## config.mk

```make
export PLATFORM = sky130hd
export DESIGN_NAME = dco_add_delete
export DESIGN_NICKNAME = d
export VERILOG_FILES = /design/src/rtl/dco_add_delete.sv
export SDC_FILE = /design/constraint.sdc
export NUM_CORES = 1
export LEC_CHECK = 0
export CORE_AREA = 2 2 39 41
export DETAILED_ROUTE_END_ITERATION = 10
export DIE_AREA = 0 0 41 43
export PLACE_DENSITY_LB_ADDON = 0.2
export SLEW_MARGIN = 10
export SYNTH_ARGS = -nofsm -noshare
export SYNTH_HDL_FRONTEND = slang
export SYNTH_SLANG_ARGS = --single-unit
```

## constraint.sdc

```tcl
create_clock -name clk -period 2.84 [get_ports clk]
set_input_delay 0.284 -clock clk [delete_from_list [all_inputs] [get_ports clk]]
set_output_delay 0.284 -clock clk [all_outputs]
set_load 0.01 [all_outputs]
```

## src/rtl/dco_add_delete.sv

```systemverilog
// rtl/dco_add_delete.sv - ADPLL DCO: modulo-DIV_N phase counter with add/delete corrections
// Overflow pulses advance the phase by one step, underflow pulses hold it for one clk.
module dco_add_delete #(
  parameter  int DIV_N    = 8,
  parameter  int PEND_MAX = 3,
  localparam int CW       = $clog2(DIV_N),
  localparam int PW       = $clog2(PEND_MAX + 1) + 1
) (
  input  logic                 clk,
  input  logic                 reset,
  input  logic                 overflow,
  input  logic                 underflow,
  output logic                 dco_out,
  output logic                 period_tick,
  output logic signed [PW-1:0] pend,
  output logic                 drop
);

  localparam logic [CW:0]          DIV_W = (CW+1)'(DIV_N);
  localparam logic [CW-1:0]        HALF  = CW'(DIV_N / 2);
  localparam logic signed [PW+1:0] ONE   = (PW+2)'(1);
  localparam logic signed [PW+1:0] ZERO  = '0;
  localparam logic signed [PW+1:0] PMAX  = (PW+2)'(PEND_MAX);

  logic [CW-1:0]        cnt_q, cnt_d;
  logic signed [PW-1:0] pend_q, pend_d;
  logic                 corr_done_q, corr_done_d;
  logic                 dco_q, dco_d;
  logic                 tick_q, tick_d;
  logic                 drop_q, drop_d;

  logic                 applied;
  logic [CW:0]          step;
  logic [CW:0]          sum;
  logic                 wrap;
  logic signed [PW+1:0] ext, corr, raw;

  always_comb begin
    applied = (pend_q != '0) && !corr_done_q;
    step    = applied ? (pend_q[PW-1] ? (CW+1)'(0) : (CW+1)'(2)) : (CW+1)'(1);
    sum     = {1'b0, cnt_q} + step;
    wrap    = (sum >= DIV_W);
    cnt_d   = wrap ? CW'(sum - DIV_W) : CW'(sum);
    dco_d   = (cnt_d < HALF);
    tick_d  = wrap;
    corr_done_d = wrap ? 1'b0 : (corr_done_q | applied);

    // A correction walks pend one unit back toward zero.
    ext  = {{2{pend_q[PW-1]}}, pend_q};
    corr = applied ? (pend_q[PW-1] ? ONE : -ONE) : ZERO;
    raw  = ext + $signed({{(PW+1){1'b0}}, overflow})
               - $signed({{(PW+1){1'b0}}, underflow}) + corr;

    pend_d = PW'(raw);
    drop_d = 1'b0;
    if (raw > PMAX) begin
      pend_d = PW'(PMAX);
      drop_d = 1'b1;
    end else if (raw < -PMAX) begin
      pend_d = PW'(-PMAX);
      drop_d = 1'b1;
    end
  end

  always_ff @(posedge clk) begin
    if (!reset) begin
      cnt_q       <= '0;
      pend_q      <= '0;
      corr_done_q <= 1'b0;
      dco_q       <= 1'b0;
      tick_q      <= 1'b0;
      drop_q      <= 1'b0;
    end else begin
      cnt_q       <= cnt_d;
      pend_q      <= pend_d;
      corr_done_q <= corr_done_d;
      dco_q       <= dco_d;
      tick_q      <= tick_d;
      drop_q      <= drop_d;
    end
  end

  assign dco_out     = dco_q;
  assign period_tick = tick_q;
  assign pend        = pend_q;
  assign drop        = drop_q;

endmodule

```

======== Word level (Yosys, flattened, before mapping) ========
Index checks and enable logic that the tools add are counted.
storage, ports and cells
  bits in registers ....................... 10
  output and inout bits ................... 6
  logic and storage cells ................. 32
cells by class
  $add $sub $neg .......................... 5
  $lt $le $gt $ge ......................... 4
  multiplexer cells ....................... 9
  bitwise operators ....................... 2
  reductions and logical operators ........ 5
operators with widths
  operator               number
  $mux W5                2
  $add A3 B2 Y4          2
  $mux W2                3
  $mux W3                2
  $add A5 B5 Y5          1
  $gt A5 B3 Y1 const B   1
  $lt A5 B3 Y1 const B   1
  $sub A4 B2 Y5          1
  $ge A4 B4 Y1 const B   1
  $reduce_or A2 Y1       2
  $lt A3 B3 Y1 const B   1
  $reduce_bool A3 Y1     1
  $sub A3 B1 Y3 const B  1
  $mux W1                2
  $logic_and A1 B1 Y1    1
  $logic_not A1 Y1       1
  $not A1 Y1             1
  $or A1 B1 Y1           1

======== Logic depth before layout (Yosys ltp) ========
Gate-level depths: netlist of the first run.
  depth after elaboration ................. 7
  mapped depth ............................ 9

======== Worst setup path after synthesis of the first run ========
No wires, ideal clock.
  kind .................................... register to register
  start point ............................. reg pend_q[2], in the netlist pend[2]
  end point ............................... reg pend_q[0], in the netlist pend[0]
  library setup time ...................... 0.120 ns
  arrival ................................. 2.211 ns
  data required time ...................... 2.720 ns
  setup slack ............................. 0.510 ns
  stages on the path, launching flop included .. 9
  buffers on the path ..................... 0
  cells stage by stage .................... dfxtp_1 > nor3_1 > or2_2 > fa_1 > fa_1 > xnor2_1 > nand2_1 > o221ai_2 > a21oi_2
on the way
  word-level cells in the longest chain between the ends .. 7
  elaborated cells between the ends (all ways) .. 11
RTL lines
  element                                                                RTL line  source
  start, declared                                                        26        logic signed [PW-1:0] pend_q, pend_d;
  start signal, assigned                                                 75        pend_q <= pend_d;
  parallel branches: the longest is 3 deep, another holds $sub A4 B2 Y5  n/a
  $add A5 B5 Y5 (*)                                                      52        - $signed({{(PW+1){1'b0}}, underflow}) + corr;
  $lt A5 B3 Y1                                                           59        end else if (raw < -PMAX) begin
  $mux W3                                                                59
  $mux W2 (*)                                                            56        if (raw > PMAX) begin
Every way passes the cells marked *.
A chain may end at the register's enable or synchronous reset.

======== Final worst setup path of the first run ========
Ends and elaborated chain as after synthesis.

==> impl_metrics.toml, run 1 <==
[hold_path]
hp-class = "reg2reg"
min_to = "period_tick"
hold-path-cell-count = 2
min-delay-start = "cnt_q[2]"

[timing]
finalSetupViolations = 0
worst_pin_slew_ns = 0.232
setup_tns_ns = 0
fmax_ghz = 0.412
post-route-period-util = 0.854
rsz0062_at_grt = "no"
skew_ns = 0.00267
min_period_ns = 2.42
setup_ws_ns = 0.415
timing.slew.headroom = 0.844
finalMaxSlewViolations = 0
hold_viol_final = 0

[cts]
clk_pin_slew_worst_paths_ns = 0.07
cts_root_buffer = "clkbuf_4"
htree_levels = 1
insertion_delay_ns = 0.26
postCtsSetupRepairBufs = 0
cts_made_buffers = 3
cts.sinks = 10
cts_resized = 0
cts_tree = "done"
cts_max_path_buffers = 2
cts.hold.buffers_added = 0

[worst_setup_path]
critPathMaxStageDelay_ns = 0.46
reg2regPathDepth = 8
required_ns = 3.00
path_cells = "nor3_1, or2_2, fa_1, fa_1, xnor2_1, nand2_1, o221ai_2, a21oi_2"
path_max_fanout = 5
reg2reg_slack_ns = 0.42
rr_startpoint = "pend[2]"
endpoint_kind = "register"
worstReg2RegEnd = "pend[0]"
cp.arrival_ns = 2.58
worst-path-buf-inv = 0
worstSetupPathType = "reg2reg"
cp_slowest_cell = "fa_1"
crit_top_cell = "fa_1"
cp-start-kind = "register"
path_delay_family = "adder cells"

[global_route]
grt_overflow = 0
antenna_found_initial = 0
grt_pass1_wl_um = 1700
grt_pass1_vias = 406
grt_max_degree = 7
grt_usage = 0.148

[final_layout]
stdcell_count = 91
antennaDiodeCount = 0
fin_area_um2 = 724
syn_to_final_growth_pct = 25.3
drive_above_1_share = 0.0933
finalNetCount = 89

[flow_run]
drv_cap = 0

[floorplan]
die_w_um = 41
rows = 14
die_height_um = 43
core_um2 = 1380
io_pins = 10
initial_core_util = 0.418
dieArea_um2 = 1760

[synthesis]
synth_area_um2 = 578
synth_area_leaders = "dfxtp_1 (35%), ha_1 (13%), fa_1 (10%)"
synthTopCellsByCount = "inv_1 (11), dfxtp_1 (10), ha_1 (6), nor2_1 (4)"
synth-seq-cells = 10
synth_edf_count = 0
yosysTopAreaCellShare = 0.346
syn_nets = 75
ys_warn_count = 0
async_reset_ff_frac = 0
synth-main-ff-cell = "dfxtp_1"
seq_area_frac_synth = 0.346
syn_inst = 62
synth_top_area_cell = "dfxtp_1"
synth_cell_types = 22
synth_most_common_cell = "inv_1"
postSynthAreaPerCell_um2 = 9.32

[placed_design]
hpwl_um = 784
gp_congestion = 0.685
pre_cts_ws_ns = 0.212
place.port_buffers = 9
dp.cells = 87
placed_cell_area_um2 = 688

[route]
routedWlPerCell_um = 10.5
ant_nets = 0
drt_iter0_markers = 1
routed_wl_um = 958
vias = 451
drc = 0
firstDrtPassIters = 2
avgViaCountPerCell = 4.96

[outcome]
outcome = "complete, no violations"
[per-layer routing]
metal  routed length [um]  up-vias  GRT usage
met5                    0        -          0
met3                   22        4     0.0471
met2                  480        6      0.238
met4                   26        0      0.100
met1                  429      209      0.153
li1                     -      232          -
[cells in the final DEF, fill, tap and decap left out, types with 2 or more instances in the layout]
cell,instances
clkdlybuf4s50_1,9
nand2b_1,2
inv_1,11
a21oi_1,3
nor3_1,3
nand2_1,2
nor2b_1,2
dfxtp_1,10
ha_1,6
xnor2_1,2
nor2_1,4
and2_1,3
clkbuf_4,3
fa_1,3
o21a_1,2
[area by class of cell]
| type | instances | area (um2) |
|---|---|---|
| Clock buffer | 4 | 36.3 |
| Fill cell | 133 | 659 |
| Inverter | 11 | 41.3 |
| Multi-Input combinational cell | 41 | 337 |
| Sequential cell | 10 | 200 |
| Tap cell | 16 | 20.0 |
| Timing Repair Buffer | 9 | 90.1 |
[through the flow]
step,utilization,hold WS [ns]
5_1_grt,0.524,0.504
2_1_floorplan,-,0.406
3_3_place_gp,0.497,0.464
4_1_cts,0.524,0.484
6_report,0.524,0.484
3_5_place_dp,0.497,0.474
[how the worst max path moves through the flow]
| stage | cells after the start | end | slack (ns) | start |
|---|---|---|---|---|
| after CTS | 8 | pend[0] | 0.39 | pend[2] |
| final | 8 | pend[0] | 0.42 | pend[2] |
| after global routing | 8 | pend[0] | 0.21 | pend[2] |
| after detailed placement | 8 | pend[0] | 0.21 | underflow |
| after global placement | 8 | pend[0] | 0.25 | underflow |
| after floorplan | 8 | pend[0] | 0.51 | pend[2] |
[cells by family (layout without fill, tap and decap cells)]
| kind of cell | after synthesis | after routing | synth area share |
|---|---|---|---|
| xor gates and xnor gates | 2 | 2 | 0.0303 |
| adders and majority gates | 9 | 9 | 0.234 |
| DFF | 10 | 10 | 0.346 |
| and+or+nand+nor | 20 | 20 | 0.184 |
| AOI/OAI and AO/OA | 10 | 10 | 0.134 |
| buffers and inverters | 11 | 24 | 0.0714 |
[sequential cells by signal (all words and copies together) (netlist names)]
signal	flops
dco_out	1
drop	1
cnt_q	3
pend	3
period_tick	1
corr_done_q	1
[worst reg2reg max path, cell delays in order, from the launching register on]
cell	delay, ns
dfxtp_1	0.39
nor3_1	0.08
or2_2	0.32
fa_1	0.44
fa_1	0.46
xnor2_1	0.25
nand2_1	0.10
o221ai_2	0.20
a21oi_2	0.07
Power of run 1 is not shown: default switching activity piles up to over one toggle a cycle in this logic, so the estimate is an artifact.
==> run 2, diff against run 1 <==
- CORE_AREA: 2 2 39 41 -> default
- CORE_MARGIN: default -> 1.5
- CORE_UTILIZATION: default -> 31
- DIE_AREA: 0 0 41 43 -> default
==> run 2 against run 1 <==
Effect of this change:
- worst setup slack lost 0.024 ns
- count of clock-buffer cells in the layout is the same
- final cell count grew 9.9%
==> impl_metrics.toml, run 2 (same netlist as run 1, synthesis figures left out) <==
[cts]
clk_pin_slew_worst_paths_ns = 0.06
cts.hold.buffers_added = 0
cts_root_buffer = "clkbuf_4"
postCtsSetupRepairBufs = 0
cts_resized = 0
cts_tree = "done"
htree_levels = 1
insertion_delay_ns = 0.27
cts_made_buffers = 3
cts.sinks = 10
cts_max_path_buffers = 2

[final_layout]
fillers = 190
layout_commonest_cell = "inv_1"
finalNetCount = 89
stdcell_count = 100
drive_above_1_share = 0.0933
fin_area_um2 = 736
syn_to_final_growth_pct = 27.3
layout_common_cells = "inv_1 (11), dfxtp_1 (10), clkdlybuf4s50_1 (9), ha_1 (6), nor2_1 (4)"
antennaDiodeCount = 0

[outcome]
outcome = "complete, no violations"

[flow_run]
drv_cap = 0

[placed_design]
gp_congestion = 0.695
hpwl_um = 752
pre_cts_ws_ns = 0.164
placed_cell_area_um2 = 699
place.port_buffers = 9
dp.cells = 96

[route]
avgViaCountPerCell = 4.54
routedWlPerCell_um = 9.64
drc = 0
ant_nets = 0
vias = 454
routed_wl_um = 964
drt_iter0_markers = 1
firstDrtPassIters = 2

[worst_setup_path]
worstSetupPathType = "reg2reg"
cp_slowest_cell = "fa_1"
crit_top_cell = "fa_1"
path_max_fanout = 5
endpoint_kind = "register"
path_cells = "nor3_1, or2_2, fa_1, fa_1, o21a_1, o31ai_1, a221oi_1, nor2_1"
critPathMaxStageDelay_ns = 0.57
required_ns = 2.99
cp-start-kind = "register"
cp.arrival_ns = 2.60

[floorplan]
die_height_um = 46.2
initial_core_util = 0.331
dieArea_um2 = 2130
rows = 15
die_w_um = 46.2
io_pins = 10
core_um2 = 1750

[global_route]
grt_pass1_wl_um = 1710
grt_usage = 0.121
grtUsageMet1 = 0.161
grtUsageMet3 = 0.0706
grt_max_degree = 7
grt_pass1_vias = 404
met2_usage = 0.147
antenna_found_initial = 0
grt_overflow = 0
grt-busiest-layer = "met1"

[timing]
finalSetupViolations = 0
fmax_ghz = 0.408
timing.slew.headroom = 0.816
skew_ns = 0.00223
setup_ws_ns = 0.392
setup_tns_ns = 0
post-route-period-util = 0.862
min_period_ns = 2.45
hold_viol_final = 0
worst_pin_slew_ns = 0.276
finalMaxSlewViolations = 0
rsz0062_at_grt = "no"

[hold_path]
hp-class = "reg2reg"
-- run 2: area by class of cell --
class	instances	area (um2)	area share
Clock buffer	4	36.3	0.0493
Inverter	11	41.3	0.0561
Multi-Input combinational cell	41	337	0.457
Sequential cell	10	200	0.272
Tap cell	25	31.3	0.0425
Timing Repair Buffer	9	90.1	0.122
-- run 2: final timing paths --
kind | start | endpoint | slack (ns) | depth (start not counted)
worst max-delay path | pend[2] | pend[1] | 0.39 | 8
worst min register to register | cnt_q[2] | period_tick | 0.48 | 2
worst max register to register | pend[2] | pend[1] | 0.39 | 8
worst min-delay path | cnt_q[2] | period_tick | 0.48 | 2
-- run 2: layer usage --
metal	up-vias	routed length, um
met5	-	0
met4	0	31
met3	5	74
met2	12	400
met1	208	458
li1	229	-
-- run 2: critical path: cells and delay by family (launching register included) --
family | cells | cell delay (ns)
and+or+nand+nor | 3 | 0.46
DFF | 1 | 0.39
adders and majority gates | 2 | 1.00
AOI/OAI and AO/OA | 3 | 0.48
-- run 2: stage by stage --
step / utilization / hold slack (ns)
6_report: 0.422 / 0.482
5_1_grt: 0.422 / 0.531
4_1_cts: 0.422 / 0.490
3_5_place_dp: 0.401 / 0.473
3_3_place_gp: 0.401 / 0.470
2_1_floorplan: - / 0.406
Power of run 2 is left out for the same reason.
==> run 3, diff against run 2 <==
- ABC_AREA: default -> 1
- CORE_ASPECT_RATIO: default -> 1.25
- CTS_CLUSTER_DIAMETER: default -> 30
==> run 3 against run 2 <==
Effect of this change:
- sequential share of layout area up 0.42 points
- critical path type unchanged
- register-to-register slack worse by 0.03 ns
- routed wire length up 0.93%
- maximum frequency down 1.2%
- via count down 0.44%
- highest routed layer unchanged
==> impl_metrics.toml, run 3 <==
[outcome]
outcome = "complete, no violations"

[timing]
skew_ns = 0.00262
hold_viol_final = 0
min_period_ns = 2.48
worst_pin_slew_ns = 0.255
finalSetupViolations = 0
setup_tns_ns = 0
rsz0062_at_grt = "no"
fmax_ghz = 0.403
post-route-period-util = 0.873
timing.slew.headroom = 0.829
finalMaxSlewViolations = 0

[global_route]
grt_max_degree = 7
grt_pass1_wl_um = 1880
grt_overflow = 0
grt_usage = 0.120
grt-busiest-layer = "met2"
grtUsageMet3 = 0.0177
antenna_found_initial = 0
grt_pass1_vias = 465
met2_usage = 0.208
grtUsageMet1 = 0.126

[synthesis]
synth_top_area_cell = "dfxtp_1"
seq_area_frac_synth = 0.349
syn_nets = 89
synth_most_common_cell = "nand2_1"
synth_area_leaders = "dfxtp_1 (35%), ha_1 (13%), nand2_1 (13%)"
syn_inst = 76
synth-main-ff-cell = "dfxtp_1"
synth_area_um2 = 574
synth-seq-cells = 10
async_reset_ff_frac = 0
postSynthAreaPerCell_um2 = 7.56
synth_cell_types = 17
synthTopCellsByCount = "nand2_1 (20), inv_1 (17), dfxtp_1 (10), nor2_1 (8), ha_1 (6)"
yosysTopAreaCellShare = 0.349
ys_warn_count = 0
synth_edf_count = 0

[cts]
cts_tree = "done"
cts.hold.buffers_added = 0
clk_pin_slew_worst_paths_ns = 0.07
cts_root_buffer = "clkbuf_4"
cts_max_path_buffers = 2
cts_resized = 0
htree_levels = 1
cts_made_buffers = 3
insertion_delay_ns = 0.26
postCtsSetupRepairBufs = 0
cts.sinks = 10

[flow_run]
drv_cap = 0

[worst_setup_path]
rr_startpoint = "pend[2]"
cp.arrival_ns = 2.63
critPathMaxStageDelay_ns = 0.45
path_delay_family = "simple AND/OR/NAND/NOR gates"
cp-start-kind = "register"
reg2reg_slack_ns = 0.36
cp_slowest_cell = "fa_1"
worstSetupPathType = "reg2reg"
path_cells = "nor2_1, nand2_1, nand2_1, nor2_1, inv_1, ha_1, fa_1, inv_1, nand2_1, nand2_1, clkinv_1, nand2_1, nand2_1, nand2_1, nand2_1"
required_ns = 2.99
reg2regPathDepth = 15
path_max_fanout = 4
crit_top_cell = "nand2_1"
endpoint_kind = "register"
worst-path-buf-inv = 3
worstReg2RegEnd = "pend[0]"

[final_layout]
syn_to_final_growth_pct = 26.1
layout_common_cells = "nand2_1 (20), inv_1 (17), dfxtp_1 (10), clkdlybuf4s50_1 (9), nor2_1 (8)"
antennaDiodeCount = 0
layout_commonest_cell = "nand2_1"
finalNetCount = 103
drive_above_1_share = 0.0787

[route]
vias = 452
routed_wl_um = 973
ant_nets = 0
drt_iter0_markers = 2
drc = 0
avgViaCountPerCell = 4.19
firstDrtPassIters = 2
routedWlPerCell_um = 9.01

[floorplan]
initial_core_util = 0.329
io_pins = 10
core_um2 = 1740
die_height_um = 51.1
rows = 17
dieArea_um2 = 2120
die_w_um = 41.5

[placed_design]
hpwl_um = 850
gp_congestion = 0.699
place.port_buffers = 9

[hold_path]
min_to = "period_tick"
min-delay-start = "cnt_q[2]"
hold-path-cell-count = 2
hp-class = "reg2reg"
[run 3: cell type report]
class	count	area, um2
clock buffer	4	36.3
fill	176	1020
inverter	19	71.3
multi-input combinational	47	303
sequential	10	200
tap	19	23.8
timing repair buffer	9	90.1
[run 3: logic make-up (layout without fill, tap and decap cells)]
| group | after synthesis | count (layout) | share of synthesized area |
|---|---|---|---|
| compound gates | 5 | 5 | 0.0523 |
| xor+xnor | 1 | 1 | 0.0153 |
| fa+ha+maj | 9 | 9 | 0.235 |
| buf+inv | 19 | 32 | 0.124 |
| flops | 10 | 10 | 0.349 |
| simple gates | 32 | 32 | 0.224 |
[run 3: worst max-delay path by stage]
stage	cells past startpoint	to	startpoint	slack, ns
global placement	12	pend[0]	underflow	0.30
global route	15	pend[0]	pend[2]	0.14
CTS	15	pend[0]	pend[2]	0.33
floorplan	15	pend[0]	pend[2]	0.59
detailed placement	12	pend[0]	underflow	0.29
finish	15	pend[0]	pend[2]	0.36
[run 3: worst reg2reg max path, delay by kind of cell, from the launching register on]
| kind | cells | cell delay, ns |
|---|---|---|
| adders and majority gates | 2 | 0.77 |
| DFF | 1 | 0.38 |
| and+or+nand+nor | 10 | 1.00 |
| buffers and inverters | 3 | 0.24 |
[run 3: layer usage]
layer | share of wire | up-vias
met1 | 0.42 | 191
met4 | 0.032 | 0
met2 | 0.52 | 9
li1 | - | 248
met3 | 0.027 | 4
met5 | 0 | -
[run 3: through the flow]
step / area, um2 / worst slack, ns / std cells / hold WS [ns] / util
final: 724 / 0.361 / 108 / 0.469 / 0.415
after global routing: 724 / 0.141 / 108 / 0.495 / 0.415
after CTS: 724 / 0.325 / 108 / 0.472 / 0.415
after detailed placement: 688 / 0.285 / 104 / 0.463 / 0.395
after global placement: 688 / 0.297 / 104 / 0.465 / 0.395
after floorplan: 574 / 0.585 / 76 / 0.382 / -
Power of run 3 is left out for the same reason.
